<file path="src/rtl/add_accum_pkg.sv">
// add_accum_pkg: shared types and defaults for the window accumulator.
//   state_e   : FSM state encoding (ACCUM collects beats, HOLD presents result)
//   *_W_DEF   : default widths for the incoming sum, accumulator and counter
//   sat_add   : generic saturating unsigned add, widths up to 32 bits
package add_accum_pkg;

    typedef enum logic {
        ACCUM = 1'b0,
        HOLD  = 1'b1
    } state_e;

    localparam int unsigned IN_W_DEF  = 9;
    localparam int unsigned ACC_W_DEF = 13;
    localparam int unsigned CNT_W_DEF = 8;
    localparam int unsigned WIN_DEF   = 10;

    // Returns {ovf, sum}: sum clamps to (2^w)-1 when a+b exceeds it.
    // Operands are carried at 33 bits so the carry out of a 32-bit add is kept.
    function automatic logic [32:0] sat_add(input logic [31:0] a,
                                            input logic [31:0] b,
                                            input int unsigned w);
        logic [32:0] s;
        logic [32:0] lim;
        s   = {1'b0, a} + {1'b0, b};
        lim = (33'd1 << w) - 33'd1;
        if (s > lim) begin
            return {1'b1, lim[31:0]};
        end
        return {1'b0, s[31:0]};
    endfunction

endpackage

</file>
<file path="src/rtl/add_accum_if.sv">
// add_accum_if: stream-in / result-out handshake bundle for add_accum.
//   in_valid/in_ready/in_sum : sample stream from the operand adder
//   flush                    : close the current window early
//   out_valid/out_ready      : result handshake
//   out_total/out_count/out_ovf : held window result
// slave modport is the accumulator's view; master is the producer/consumer side.
interface add_accum_if #(
    parameter int unsigned IN_W  = add_accum_pkg::IN_W_DEF,
    parameter int unsigned ACC_W = add_accum_pkg::ACC_W_DEF,
    parameter int unsigned CNT_W = add_accum_pkg::CNT_W_DEF
);
    logic             in_valid;
    logic             in_ready;
    logic [IN_W-1:0]  in_sum;
    logic             flush;
    logic             out_valid;
    logic             out_ready;
    logic [ACC_W-1:0] out_total;
    logic [CNT_W-1:0] out_count;
    logic             out_ovf;

    modport slave (
        input  in_valid, in_sum, flush, out_ready,
        output in_ready, out_valid, out_total, out_count, out_ovf
    );

    modport master (
        output in_valid, in_sum, flush, out_ready,
        input  in_ready, out_valid, out_total, out_count, out_ovf
    );
endinterface

</file>
<file path="src/rtl/add_accum_sat.sv">
// add_accum_sat: combinational saturating adder.
//   a_i   : accumulator operand (ACC_W bits)
//   b_i   : incoming sample (IN_W bits, zero-extended)
//   sum_o : a_i + b_i clamped to all-ones
//   ovf_o : high when the unclamped sum did not fit in ACC_W bits
// ACC_W must be in IN_W..32.
module add_accum_sat
    import add_accum_pkg::*;
#(
    parameter int unsigned IN_W  = IN_W_DEF,
    parameter int unsigned ACC_W = ACC_W_DEF
) (
    input  logic [ACC_W-1:0] a_i,
    input  logic [IN_W-1:0]  b_i,
    output logic [ACC_W-1:0] sum_o,
    output logic             ovf_o
);
    logic [32:0] res;

    assign res   = sat_add(32'(a_i), 32'(b_i), ACC_W);
    // Clamped value always fits in ACC_W bits; bit 32 carries the overflow flag.
    assign sum_o = ACC_W'(res);
    assign ovf_o = res[32];
endmodule

</file>
<file path="src/rtl/add_accum.sv">
// add_accum: window accumulator for the 8-bit adder's 9-bit sum stream.
// Sums WIN accepted beats (or fewer, if flush closes the window early),
// then holds the saturated total, sample count and overflow flag until
// the consumer takes it.
//   clk     : rising-edge clock
//   clear_n : asynchronous active-low reset
//   bus     : add_accum_if.slave (sample stream in, window result out)
module add_accum
    import add_accum_pkg::*;
#(
    parameter int unsigned IN_W  = IN_W_DEF,
    parameter int unsigned WIN   = WIN_DEF,
    parameter int unsigned ACC_W = ACC_W_DEF,
    parameter int unsigned CNT_W = CNT_W_DEF
) (
    input  logic        clk,
    input  logic        clear_n,
    add_accum_if.slave  bus
);
    state_e           state_q, state_d;
    logic [ACC_W-1:0] acc_q, acc_d;
    logic [CNT_W-1:0] cnt_q, cnt_d;
    logic             ovf_q, ovf_d;
    logic             out_valid_q, out_valid_d;
    logic [ACC_W-1:0] out_total_q, out_total_d;
    logic [CNT_W-1:0] out_count_q, out_count_d;
    logic             out_ovf_q, out_ovf_d;

    logic             beat;
    logic [ACC_W-1:0] sum_sat;
    logic             sum_ovf;
    logic [ACC_W-1:0] acc_nx;
    logic [CNT_W-1:0] cnt_nx;
    logic             ovf_nx;
    logic             close;

    add_accum_sat #(
        .IN_W  (IN_W),
        .ACC_W (ACC_W)
    ) u_sat (
        .a_i   (acc_q),
        .b_i   (bus.in_sum),
        .sum_o (sum_sat),
        .ovf_o (sum_ovf)
    );

    // in_ready depends only on the state register.
    assign beat   = (state_q == ACCUM) && bus.in_valid;

    // Post-beat values: used both for the running window and for the result
    // load, so a beat that lands with flush is counted in the result.
    assign acc_nx = beat ? sum_sat : acc_q;
    assign cnt_nx = beat ? cnt_q + CNT_W'(1) : cnt_q;
    assign ovf_nx = ovf_q | (beat & sum_ovf);

    assign close  = (state_q == ACCUM) &&
                    ((beat && (cnt_nx == CNT_W'(WIN))) ||
                     (bus.flush && ((cnt_q != '0) || beat)));

    always_comb begin
        state_d     = state_q;
        acc_d       = acc_q;
        cnt_d       = cnt_q;
        ovf_d       = ovf_q;
        out_valid_d = out_valid_q;
        out_total_d = out_total_q;
        out_count_d = out_count_q;
        out_ovf_d   = out_ovf_q;
        case (state_q)
            ACCUM: begin
                acc_d = acc_nx;
                cnt_d = cnt_nx;
                ovf_d = ovf_nx;
                if (close) begin
                    out_valid_d = 1'b1;
                    out_total_d = acc_nx;
                    out_count_d = cnt_nx;
                    out_ovf_d   = ovf_nx;
                    state_d     = HOLD;
                end
            end
            HOLD: begin
                if (bus.out_ready) begin
                    out_valid_d = 1'b0;
                    acc_d       = '0;
                    cnt_d       = '0;
                    ovf_d       = 1'b0;
                    state_d     = ACCUM;
                end
            end
            default: state_d = ACCUM;
        endcase
    end

    always_ff @(posedge clk or negedge clear_n) begin
        if (!clear_n) begin
            state_q     <= ACCUM;
            acc_q       <= '0;
            cnt_q       <= '0;
            ovf_q       <= 1'b0;
            out_valid_q <= 1'b0;
            out_total_q <= '0;
            out_count_q <= '0;
            out_ovf_q   <= 1'b0;
        end else begin
            state_q     <= state_d;
            acc_q       <= acc_d;
            cnt_q       <= cnt_d;
            ovf_q       <= ovf_d;
            out_valid_q <= out_valid_d;
            out_total_q <= out_total_d;
            out_count_q <= out_count_d;
            out_ovf_q   <= out_ovf_d;
        end
    end

    assign bus.in_ready  = (state_q == ACCUM);
    assign bus.out_valid = out_valid_q;
    assign bus.out_total = out_total_q;
    assign bus.out_count = out_count_q;
    assign bus.out_ovf   = out_ovf_q;
endmodule

</file>
<file path="src/flat_wrapper.sv">
// flat-port wrapper written by rule: the top's interface ports become plain ports
module add_accum_flat import add_accum_pkg::*;
#(
    parameter int unsigned IN_W  = IN_W_DEF,
    parameter int unsigned WIN   = WIN_DEF,
    parameter int unsigned ACC_W = ACC_W_DEF,
    parameter int unsigned CNT_W = CNT_W_DEF
)
  (clk, clear_n, bus_in_valid, bus_in_sum, bus_flush, bus_out_ready, bus_in_ready, bus_out_valid, bus_out_total, bus_out_count, bus_out_ovf);
  add_accum_if #(.IN_W(IN_W), .ACC_W(ACC_W), .CNT_W(CNT_W)) bus_i ();
  input  logic clk;
  input  logic clear_n;
  input wire logic [$bits(bus_i.in_valid)-1:0] bus_in_valid;
  input wire logic [$bits(bus_i.in_sum)-1:0] bus_in_sum;
  input wire logic [$bits(bus_i.flush)-1:0] bus_flush;
  input wire logic [$bits(bus_i.out_ready)-1:0] bus_out_ready;
  output wire logic [$bits(bus_i.in_ready)-1:0] bus_in_ready;
  output wire logic [$bits(bus_i.out_valid)-1:0] bus_out_valid;
  output wire logic [$bits(bus_i.out_total)-1:0] bus_out_total;
  output wire logic [$bits(bus_i.out_count)-1:0] bus_out_count;
  output wire logic [$bits(bus_i.out_ovf)-1:0] bus_out_ovf;
  assign bus_i.in_valid = bus_in_valid;
  assign bus_i.in_sum = bus_in_sum;
  assign bus_i.flush = bus_flush;
  assign bus_i.out_ready = bus_out_ready;
  assign bus_in_ready = bus_i.in_ready;
  assign bus_out_valid = bus_i.out_valid;
  assign bus_out_total = bus_i.out_total;
  assign bus_out_count = bus_i.out_count;
  assign bus_out_ovf = bus_i.out_ovf;
  add_accum #(.IN_W(IN_W), .WIN(WIN), .ACC_W(ACC_W), .CNT_W(CNT_W)) u_core (.clk(clk), .clear_n(clear_n), .bus(bus_i));
endmodule
</file>
<file path="config.mk">
export PLATFORM = sky130hd
export DESIGN_NAME = add_accum_flat
export DESIGN_NICKNAME = d
export VERILOG_FILES = /design/src/rtl/add_accum_pkg.sv /design/src/rtl/add_accum_if.sv /design/src/rtl/add_accum_sat.sv /design/src/rtl/add_accum.sv /design/src/flat_wrapper.sv
export SDC_FILE = /design/constraint.sdc
export NUM_CORES = 1
export LEC_CHECK = 0
export BUFFER_PORTS_ARGS = -buffer_cell sky130_fd_sc_hd__buf_2
export CORE_MARGIN = 3
export CORE_UTILIZATION = 61
export DETAILED_ROUTE_END_ITERATION = 10
export PLACE_DENSITY = 0.93
export SYNTH_ARGS = -nofsm -noshare
export SYNTH_HDL_FRONTEND = slang
export SYNTH_HIERARCHICAL = 1
export SYNTH_SLANG_ARGS = --single-unit
</file>
<file path="constraint.sdc">
create_clock -name clk -period 7.25 [get_ports clk]
set_clock_uncertainty 0.2 [all_clocks]
set_input_delay 0.725 -clock clk [delete_from_list [all_inputs] [get_ports clk]]
set_output_delay 0.725 -clock clk [all_outputs]
set_load 0.05 [all_outputs]
</file>
Yosys cells after proc, flatten, opt, wreduce, memory -nomap -nowiden

Index checks and enable logic that the tools add are counted.
W data, S select, Z words.

Bits of input ports: 14
Bits in registers: 46
Output and inout port bits: 24
Word-level logic and storage cells: 42

Reduce and logical (&&, ||, !) cells: 9
Add/sub/neg operators: 2
Equal/unequal tests: 3
Magnitude comparators: 1
Multiplexer cells: 16
Bitwise operators: 3

Operators with widths:

| cell                   | count |
|---|---|
| $mux W33               | 2 |
| $gt A33 B13 Y1 const B | 1 |
| $mux W13               | 2 |
| $pmux W13 S2           | 1 |
| $mux W8                | 2 |
| $pmux W8 S2            | 1 |
| $add A13 B9 Y14        | 1 |
| $add A8 B1 Y8 const B  | 1 |
| $eq A8 B4 Y1 const B   | 1 |
| $reduce_bool A8 Y1     | 1 |
| $pmux W1 S2            | 3 |
| $mux W1                | 5 |
| $logic_and A1 B1 Y1    | 4 |
| $reduce_and A2 Y1      | 2 |
| $logic_or A1 B1 Y1     | 2 |
| $ne A2 B1 Y1 const B   | 1 |
| $ne A2 B2 Y1 const B   | 1 |
| $and A1 B1 Y1          | 1 |
| $not A1 Y1             | 1 |
| $or A1 B1 Y1           | 1 |

Longest topological paths before layout

Gate-level depths: netlist (run 1).

Depth in word-level cells: 9
Depth in mapped cells: 13
Depth with buffers taken out: 13

Modules after synthesis

The synthesis (run 1) kept the hierarchy.

Modules (own cells, without submodules):

| module        | area an instance (um2) | times used | cells an instance |
|---|---|---|---|
| add_accum     | 2643.8                 | 1          | 306 |
| add_accum_sat | 604.3                  | 1          | 87 |

Worst setup path after synthesis (run 1)

OpenSTA, ideal clock, no wires.

Path type: input port to flip-flop
Start: in bus_in_sum[3]
End: reg u_core.out_total_q[9], in the netlist u_core/bus.out_total[9]
Data required time: 6.924 ns
Path buffers: 0
Stages: 11
Path slack: 4.051 ns
Arrival time: 2.873 ns
Cells stage by stage: ha_1 -> a21o_1 -> a211o_1 -> o211a_4 -> or2_4 -> mux2_4 -> mux2_2 -> nand2_1 -> o21ai_1 -> a21oi_1 -> nand3_1

Cells in the longest elaborated chain, start to end: 5

Ends and longest elaborated chain:

| element               | line                | text |
|---|---|---|
| start, declared       | flat_wrapper.sv:14  | `input wire logic [$bits(bus_i.in_sum)-1:0] bus_in_sum;` |
| $add A13 B9 Y14 (*)   | add_accum_pkg.sv:24 | `s = {1'b0, a} + {1'b0, b};` |
| $gt A33 B13 Y1        | add_accum_pkg.sv:26 | `if (s > lim) begin` |
| $mux W1               | add_accum_pkg.sv:26 |  |
| $mux W33 (*)          | add_accum_pkg.sv:29 | `return {1'b0, s[31:0]};` |
| via u_core.sum_sat[9] | add_accum.sv:30     | `logic [ACC_W-1:0] sum_sat;` |
| $mux W13 (*)          | add_accum.sv:52     | `assign acc_nx = beat ? sum_sat : acc_q;` |
| end signal, assigned  | add_accum.sv:111    | `out_total_q <= out_total_d;` |
| end, declared         | add_accum.sv:25     | `logic [ACC_W-1:0] out_total_q, out_total_d;` |

Mark *: on every way through the listed nets, which the timed path passes. The rest lies on a longest branch.
A chain may end at the register's enable or synchronous reset.

Final worst setup path (run 1)

Start: in bus_in_valid
End: reg u_core.out_valid_q, in the netlist u_core/bus.out_valid

Cells in the longest elaborated chain, start to end: 8

Ends and longest elaborated chain:

| element                         | line               | text |
|---|---|---|
| start, declared                 | flat_wrapper.sv:13 | `input wire logic [$bits(bus_i.in_valid)-1:0] bus_in_valid;` |
| $logic_and A1 B1 Y1 (*)         | add_accum.sv:48    | `assign beat = (state_q == ACCUM) && bus.in_valid;` |
| $mux W8                         | add_accum.sv:53    | `assign cnt_nx = beat ? cnt_q + CNT_W'(1) : cnt_q;` |
| $eq A8 B4 Y1                    | add_accum.sv:57    | `((beat && (cnt_nx == CNT_W'(WIN))) \|\|` |
| $logic_and A1 B1 Y1             | add_accum.sv:57    |  |
| $logic_or A1 B1 Y1 (*)          | add_accum.sv:57    |  |
| $logic_and A1 B1 Y1 (*)         | add_accum.sv:56    | `assign close = (state_q == ACCUM) &&` |
| $ne A2 B1 Y1 (no line) (*)      | --                 |  |
| $reduce_and A2 Y1 (no line) (*) | --                 |  |
| end signal, assigned            | add_accum.sv:110   | `out_valid_q <= out_valid_d;` |
| end, declared                   | add_accum.sv:24    | `logic out_valid_q, out_valid_d;` |

Every way passes the cells marked *; elsewhere a longest branch is shown, timed or not.

==> summary.md, run 1 <==
| Metric | Value |
|---|---|
| Final Hold Viols | 0 |
| Register area | approximately 0.0012 mm² |
| Core Region | 0.00494 mm² |
| Power share of the clock group | 0.125 |
| Share of cells above drive strength 1 | 0.160 |
| Pleak | 1.52 nW |
| Die width | about 80 µm |
| Cell Int Power | around 0.75 mW |
| VDD IR max | approximately 0.31 mV |
| Sequential power share | 0.290 |
| Worst skew pair latency | 310 ps |
| Vias | between 3,000 and 4,000 |
| Tot GR Track Use | 0.266 |
| FF-to-FF path depth | 11 |
| Total CTS buffers | 5 |
| Port Buffer Count | 37 |
| Clock Sinks | between 40 and 50 |
| PostCTS Resize Cnt | 0 |
| Setup Fix Bufs, Post-CTS | 0 |
| RSZ-0062 raised after global routing | no |
| Syn Nets | 419 |
| Slew @ Worst Pin | around 1300 ps |
| Ys flop type | dfrtp_1 |
| Post-synthesis instance area | around 0.0032 mm² |
| Async S/R FF share, synth | 1.00 |
| # nets final | roughly 440 |
| Cell variety after synth | 56 |
| Avg Inst Size Synth | around 8.3 µm² |
| H-tree Lvls | 2 |
| Max clock buf depth | 2 |
| Crit start category | input pin |
| TritonCTS clock tree | built |
| DR WL/cell | 16.4 µm |
| Cell Pwr Density | about 440 mW/mm² |
| WP data required | 7250 ps |
| Dpl hpwl | 5230 µm |
| Hold path depth | 1 |
| Multi-input gate area | a little under 0.002 mm² |
| Antenna violations before repair | 0 |
| Max_slew headroom | 0.164 |
| Max Clock Freq | 295 MHz |
| RD Place Congestion | about 0.92 |
| CP endpoint kind | flip-flop |
| Hold Crit Class | flip-flop to flip-flop |
| Antenna fix cells | 0 |
| Vias/cell | roughly 6.3 |
| Setup TNS | 0 ps |
| Num rows | 25 |
| Net Switching | around 0.82 mW |
| Comb pwr share | 0.586 |
| DRT Wirelength | about 7900 µm |
| Setup Viol. Count Final | 0 |
| DR iter-0 viols | 300 |
| Slew Limit Fails | 0 |
| CP Data Arrival Time | roughly 3400 ps |
| Commonest cells in the synthesized netlist | nand2_1 (70), dfrtp_1 (46), nand3_1 (40) |
| DR pass1 iterations | 5 |
| Status | finished, final reports clean |
| Top cell type by total area after synthesis | dfrtp_1 |
| Dominant cells by area after synthesis | dfrtp_1 (35%), nand2_1 (8.1%), nand3_1 (6.2%), o21ai_0 (5.1%), ha_1 (4.2%) |
| Most frequent cell after synthesis | nand2_1 |
| Die area | 0.00624 mm² |
| Die extent in y | about 79 µm |
| Register area share after synthesis | 0.354 |
| Yosys warning total | 6 |
| Clk slew on worst S/H paths | 90 ps |
| Vias in the first global route | 2,897 |
| Yosys top cell area share | 0.354 |
| Ports | 38 |
| Fill cells | a little under 400 |
| CTS root buffer | clkbuf_8 |
| Crit Path Class | input pin to flip-flop |
| Largest net degree at the start of global routing | 63 |
| Antenna Nets Post-Route | 0 |
| Starting Density | 0.657 |
| Non-Filler Instances | 480 |
| # hold bufs at CTS | 0 |
| Net Sw Frac | 0.521 |
| Post-route DRC | 0 |
| Cells after Synth | just under 400 |
| Tmin final | 3390 ps |
| Final period util | 0.468 |
| #FFs+latches synth | between 40 and 50 |
| Area growth, synth to finish | 8.36% |
| Worst-path maximum fanout | 33 |
| Post-synth EDFFs | 0 |
| Dpl cells | around 470 |
| Total of max-cap violations | 0 |
| First-pass GRT wire length | 13,300 µm |
| Total global routing overflow | 0 |
## worst paths after layout
check	startpoint	slack, ps	endpoint
min in group asynchronous	clear_n	380	u_core/acc_q[10]
max	bus_in_valid	3860	u_core/bus.out_valid
max reg2reg	u_core/acc_q[3]	4000	u_core/bus.out_total[1]
min reg2reg	u_core/bus.out_count[3]	350	u_core/bus.out_count[3]
min	u_core/bus.out_count[3]	350	u_core/bus.out_count[3]
max in group asynchronous	clear_n	5850	u_core/bus.out_total[5]
## layer usage
layer  share of wire  wire, µm  track usage
met4           0.021       168        0.129
met2            0.48      3760        0.424
met5               0         0            0
met1            0.43      3360        0.351
met3           0.075       595       0.0420
## per-stage QoR
stage               instance area, µm²  utilization  worst slack [ps]  power (mW)  hold slack (ps)
floorplan                         3250            -              4050        1.17              229
detailed placement                3410        0.689              3640        1.35              332
global route                      3520        0.712              3690        1.68              375
finish                            3520        0.712              3860        1.57              351
global placement                  3410        0.689              3750        1.32              311
CTS                               3520        0.712              3950        1.55              353
## critical path: stages
cell	delay (ps)
buf_2	380
and4b_1	420
a41oi_1	170
o22ai_2	1020
nor2_1	300
o32a_1	370
## layout by cell type (no fill, tap or decap), types with 3 or more instances in the layout
| cell | netlist | layout |
|---|---|---|
| a21oi_1 | 27 | 27 |
| a22oi_1 | 4 | 4 |
| and3_1 | 3 | 3 |
| buf_2 | 10 | 37 |
| clkbuf_8 | 0 | 5 |
| dfrtp_1 | 46 | 46 |
| ha_1 | 11 | 11 |
| inv_1 | 9 | 9 |
| mux2_2 | 12 | 12 |
| mux2i_1 | 4 | 4 |
| nand2_1 | 70 | 70 |
| nand2b_1 | 5 | 5 |
| nand3_1 | 40 | 40 |
| nor2_1 | 10 | 10 |
| nor2b_1 | 4 | 4 |
| o211ai_1 | 3 | 3 |
| o21a_1 | 3 | 3 |
| o21ai_0 | 33 | 33 |
| o22ai_1 | 5 | 5 |
| o31a_1 | 4 | 4 |
| o31ai_1 | 5 | 5 |
| or3_1 | 13 | 13 |
| or4_1 | 3 | 3 |
| xnor2_1 | 4 | 4 |
| xor2_1 | 9 | 9 |
## registers in the layout, summed over array words and instances (netlist names)
name and cells:
u_core/state_q 1, u_core/ovf_q 1, u_core/acc_q 13, u_core/bus.out_count 8
u_core/cnt_q 8, u_core/bus.out_valid 1, u_core/bus.out_total 13, u_core/bus.out_ovf 1
## area by class of cell
cell class	instances	share of cell area
clock inverters	3	0.0124
well taps	67	0.0238
inverters	10	0.0107
multi-input cells	310	0.550
repair buffers	39	0.0569
clock buffers	5	0.0196
flip-flops and latches	46	0.327
## power by group through the flow
stage	Combinational [mW]	Sequential [mW]	Clock, mW
4_1_cts	0.906	0.451	0.197
5_1_grt	1.00	0.469	0.207
6_report	0.917	0.454	0.195
2_1_floorplan	0.534	0.632	0
3_5_place_dp	0.895	0.455	0
3_3_place_gp	0.868	0.448	0
## kinds of logic (layout without fill, tap and decap cells)
kind of cell,after synthesis,count (layout),share of synthesized area
multiplexers,17,17,0.0586
AND/OR/NAND/NOR,164,164,0.245
flip-flops,46,46,0.354
XOR/XNOR,13,13,0.0351
adder cells (fa/ha/maj),12,12,0.0485
AO/OA/AOI/OAI,104,104,0.208
buffers and inverters,37,57,0.0501
No activity file was read; power rests on OpenSTA's default activity.
==> run 2: changes to the inputs <==
--- a/config.mk
+++ b/config.mk
@@ -7,9 +7,9 @@
 export LEC_CHECK = 0
 export BUFFER_PORTS_ARGS = -buffer_cell sky130_fd_sc_hd__buf_2
 export CORE_MARGIN = 3
-export CORE_UTILIZATION = 61
+export CORE_UTILIZATION = 59
 export DETAILED_ROUTE_END_ITERATION = 10
-export PLACE_DENSITY = 0.93
+export PLACE_DENSITY = 0.91
 export SYNTH_ARGS = -nofsm -noshare
 export SYNTH_HDL_FRONTEND = slang
 export SYNTH_HIERARCHICAL = 1
==> constraint.sdc (replaced) <==
create_clock -name clk -period 3.51 [get_ports clk]
set_clock_uncertainty 0.2 [all_clocks]
set_input_delay 0.351 -clock clk [delete_from_list [all_inputs] [get_ports clk]]
set_output_delay 0.351 -clock clk [all_outputs]
set_load 0.05 [all_outputs]
==> run 2 against run 1 <==
  * Sequential power is 110% higher
  * Critical path depth grew 5
  * Worst hold slack got worse by 330 ps
  * Count of clock-buffer cells in the layout grew 1
  * Die area increased by 3.1%
  * Flip-flop and latch count did not move
  * Combinational power rose by 100%
  * Cell count grew 1.0%
  * Clock power grew to 2.5 times the previous value
  * Global-route usage grew 0.31 points
  * Routed wire length up 2.8%
  * Utilization fell by 2.7 points
==> summary.md, run 2 (synthesis results as in run 1) <==
| Metric | Value |
|---|---|
| Status | finished, final reports clean |
| Hold_ws | roughly 18 ps |
| Max_slew headroom | 0.305 |
| First-pass GRT wire length | between 10,000 and 15,000 µm |
| Setup TNS | 0 ps |
| Post-route DRC | 0 |
| Setup ws final | between 300 and 400 ps |
| Vias | 3,122 |
| Crit start category | flip-flop |
| Setup Fix Bufs, Post-CTS | 0 |
| Tmin final | 3140 ps |
| Area growth, synth to finish | 9.86% |
| PostCTS Resize Cnt | 0 |
| RD Place Congestion | 0.856 |
| Pleak | 1.54 nW |
| Total of max-cap violations | 0 |
| Total CTS buffers | 5 |
| Antenna violations before repair | 0 |
| Vias/cell | 6.44 |
| Sequential power share | 0.288 |
| Ports | 38 |
| Most frequent cells in the layout | nand2_1 (70), dfrtp_1 (46), nand3_1 (40) |
| # nets final | 440 |
| Setup Slack @ Placement | around 380 ps |
| Commonest non-fill, non-tap cell in the layout | nand2_1 |
| Hold Crit Class | input pin to asynchronous set/reset pin |
| CP endpoint kind | flip-flop |
| Net Sw Frac | 0.506 |
| Max Clock Freq | around 320 MHz |
| RSZ-0062 raised after global routing | no |
| FF-to-FF setup slack | around 370 ps |
| Dpl hpwl | roughly 5400 µm |
| Setup Viol. Count Final | 0 |
| DRT Wirelength | 8100 µm |
| Final Hold Viols | 0 |
| Share of cells above drive strength 1 | 0.164 |
| TritonCTS clock tree | built |
| FF-to-FF path depth | 11 |
| DR iter-0 viols | a little over 300 |
| Port Buffer Count | 37 |
| DR WL/cell | between 15 and 20 µm |
| CTS root buffer | clkbuf_8 |
| Fill cells | 411 |
| # hold bufs at CTS | 0 |
| Slew Limit Fails | 0 |
| WP data required | between 3000 and 4000 ps |
| Max clock buf depth | 2 |
| Vias in the first global route | between 3,000 and 4,000 |
| Worst skew pair latency | about 300 ps |
| Cell Pwr Density | 930 mW/mm² |
| Antenna Nets Post-Route | 0 |
| Die width | 80.2 µm |
| DR pass1 iterations | 5 |
| Total global routing overflow | 0 |
| Antenna fix cells | 0 |
| Tot GR Track Use | 0.269 |
| Cell Int Power | approximately 1.6 mW |
| Clock Sinks | 46 |
| Power share of the clock group | 0.148 |
| CP Data Arrival Time | approximately 3100 ps |
| Core Region | approximately 0.0052 mm² |
| H-tree Lvls | 2 |
| Largest net degree at the start of global routing | 49 |
| Num rows | 26 |
| Comb pwr share | 0.563 |
| Crit Path Class | flip-flop to flip-flop |
| Final period util | 0.894 |
| VDD IR max | between 0.8 and 0.9 mV |
| Die area | 0.00643 mm² |
| Die extent in y | about 80 µm |
| Worst-path maximum fanout | 10 |
| Slew @ Worst Pin | between 1000 and 1500 ps |
| Net Switching | about 1.7 mW |
| Starting Density | 0.624 |
| Clk slew on worst S/H paths | roughly 100 ps |
[run 2: cell types whose count changed in the layout (fill, tap and decap cells not counted)]
cell	delta
clkbuf_8	+1
bufinv_16	+1
inv_6	-1
clkinv_2	-1
buf_4	+2
[run 2: worst paths after layout]
kind	from	to
worst min register to register	u_core/bus.out_count[3]	u_core/bus.out_count[3]
worst max register to register	u_core/acc_q[3]	u_core/bus.out_total[7]
min in group clk	bus_in_valid	u_core/cnt_q[0]
max in group asynchronous	clear_n	u_core/bus.out_total[1]
worst max-delay path	u_core/acc_q[3]	u_core/bus.out_total[7]
worst min-delay path	clear_n	u_core/acc_q[10]
[run 2: cell type report]
class	instances	area, µm²	share of cell area
flip-flops and latches	46	1150	0.323
clock buffers	6	82.6	0.0231
repair buffers	41	215	0.0603
clock inverters	2	60.1	0.0168
inverters	10	37.5	0.0105
well taps	70	87.6	0.0245
multi-input cells	310	1930	0.542
[run 2: power groups by stage]
stage | sequential (mW) | combinational [mW] | clock (mW)
after floorplan | 1.31 | 1.10 | 0
after global placement | 0.947 | 1.78 | 0
after detailed placement | 0.960 | 1.84 | 0
after CTS | 0.951 | 1.86 | 0.498
after global routing | 0.991 | 2.05 | 0.517
final | 0.957 | 1.87 | 0.492
[run 2: critical path: stages (launching register included)]
cell,delay [ps]
dfrtp_1,420
ha_1,380
a21o_1,200
a211o_1,330
o211a_4,260
o2111ai_2,400
nand3_1,130
mux2_2,290
nand2_1,90
o21ai_0,90
a21oi_1,140
nand3_1,90
[run 2: layer usage]
layer | part of all wire | track usage | up-vias
met3 | 0.060 | 0.0448 | 25
li1 | - | - | 1457
met4 | 0.022 | 0.0946 | 0
met1 | 0.44 | 0.354 | 1501
met2 | 0.48 | 0.445 | 139
met5 | 0 | 0 | -
[run 2: per-stage QoR]
stage | power (mW) | cell area [µm²] | utilization | cells
4_1_cts | 3.31 | 3570 | 0.686 | 485
2_1_floorplan | 2.41 | 3250 | - | 393
6_report | 3.32 | 3570 | 0.686 | 485
3_5_place_dp | 2.80 | 3430 | 0.658 | 477
3_3_place_gp | 2.73 | 3430 | 0.658 | 477
5_1_grt | 3.56 | 3570 | 0.686 | 485
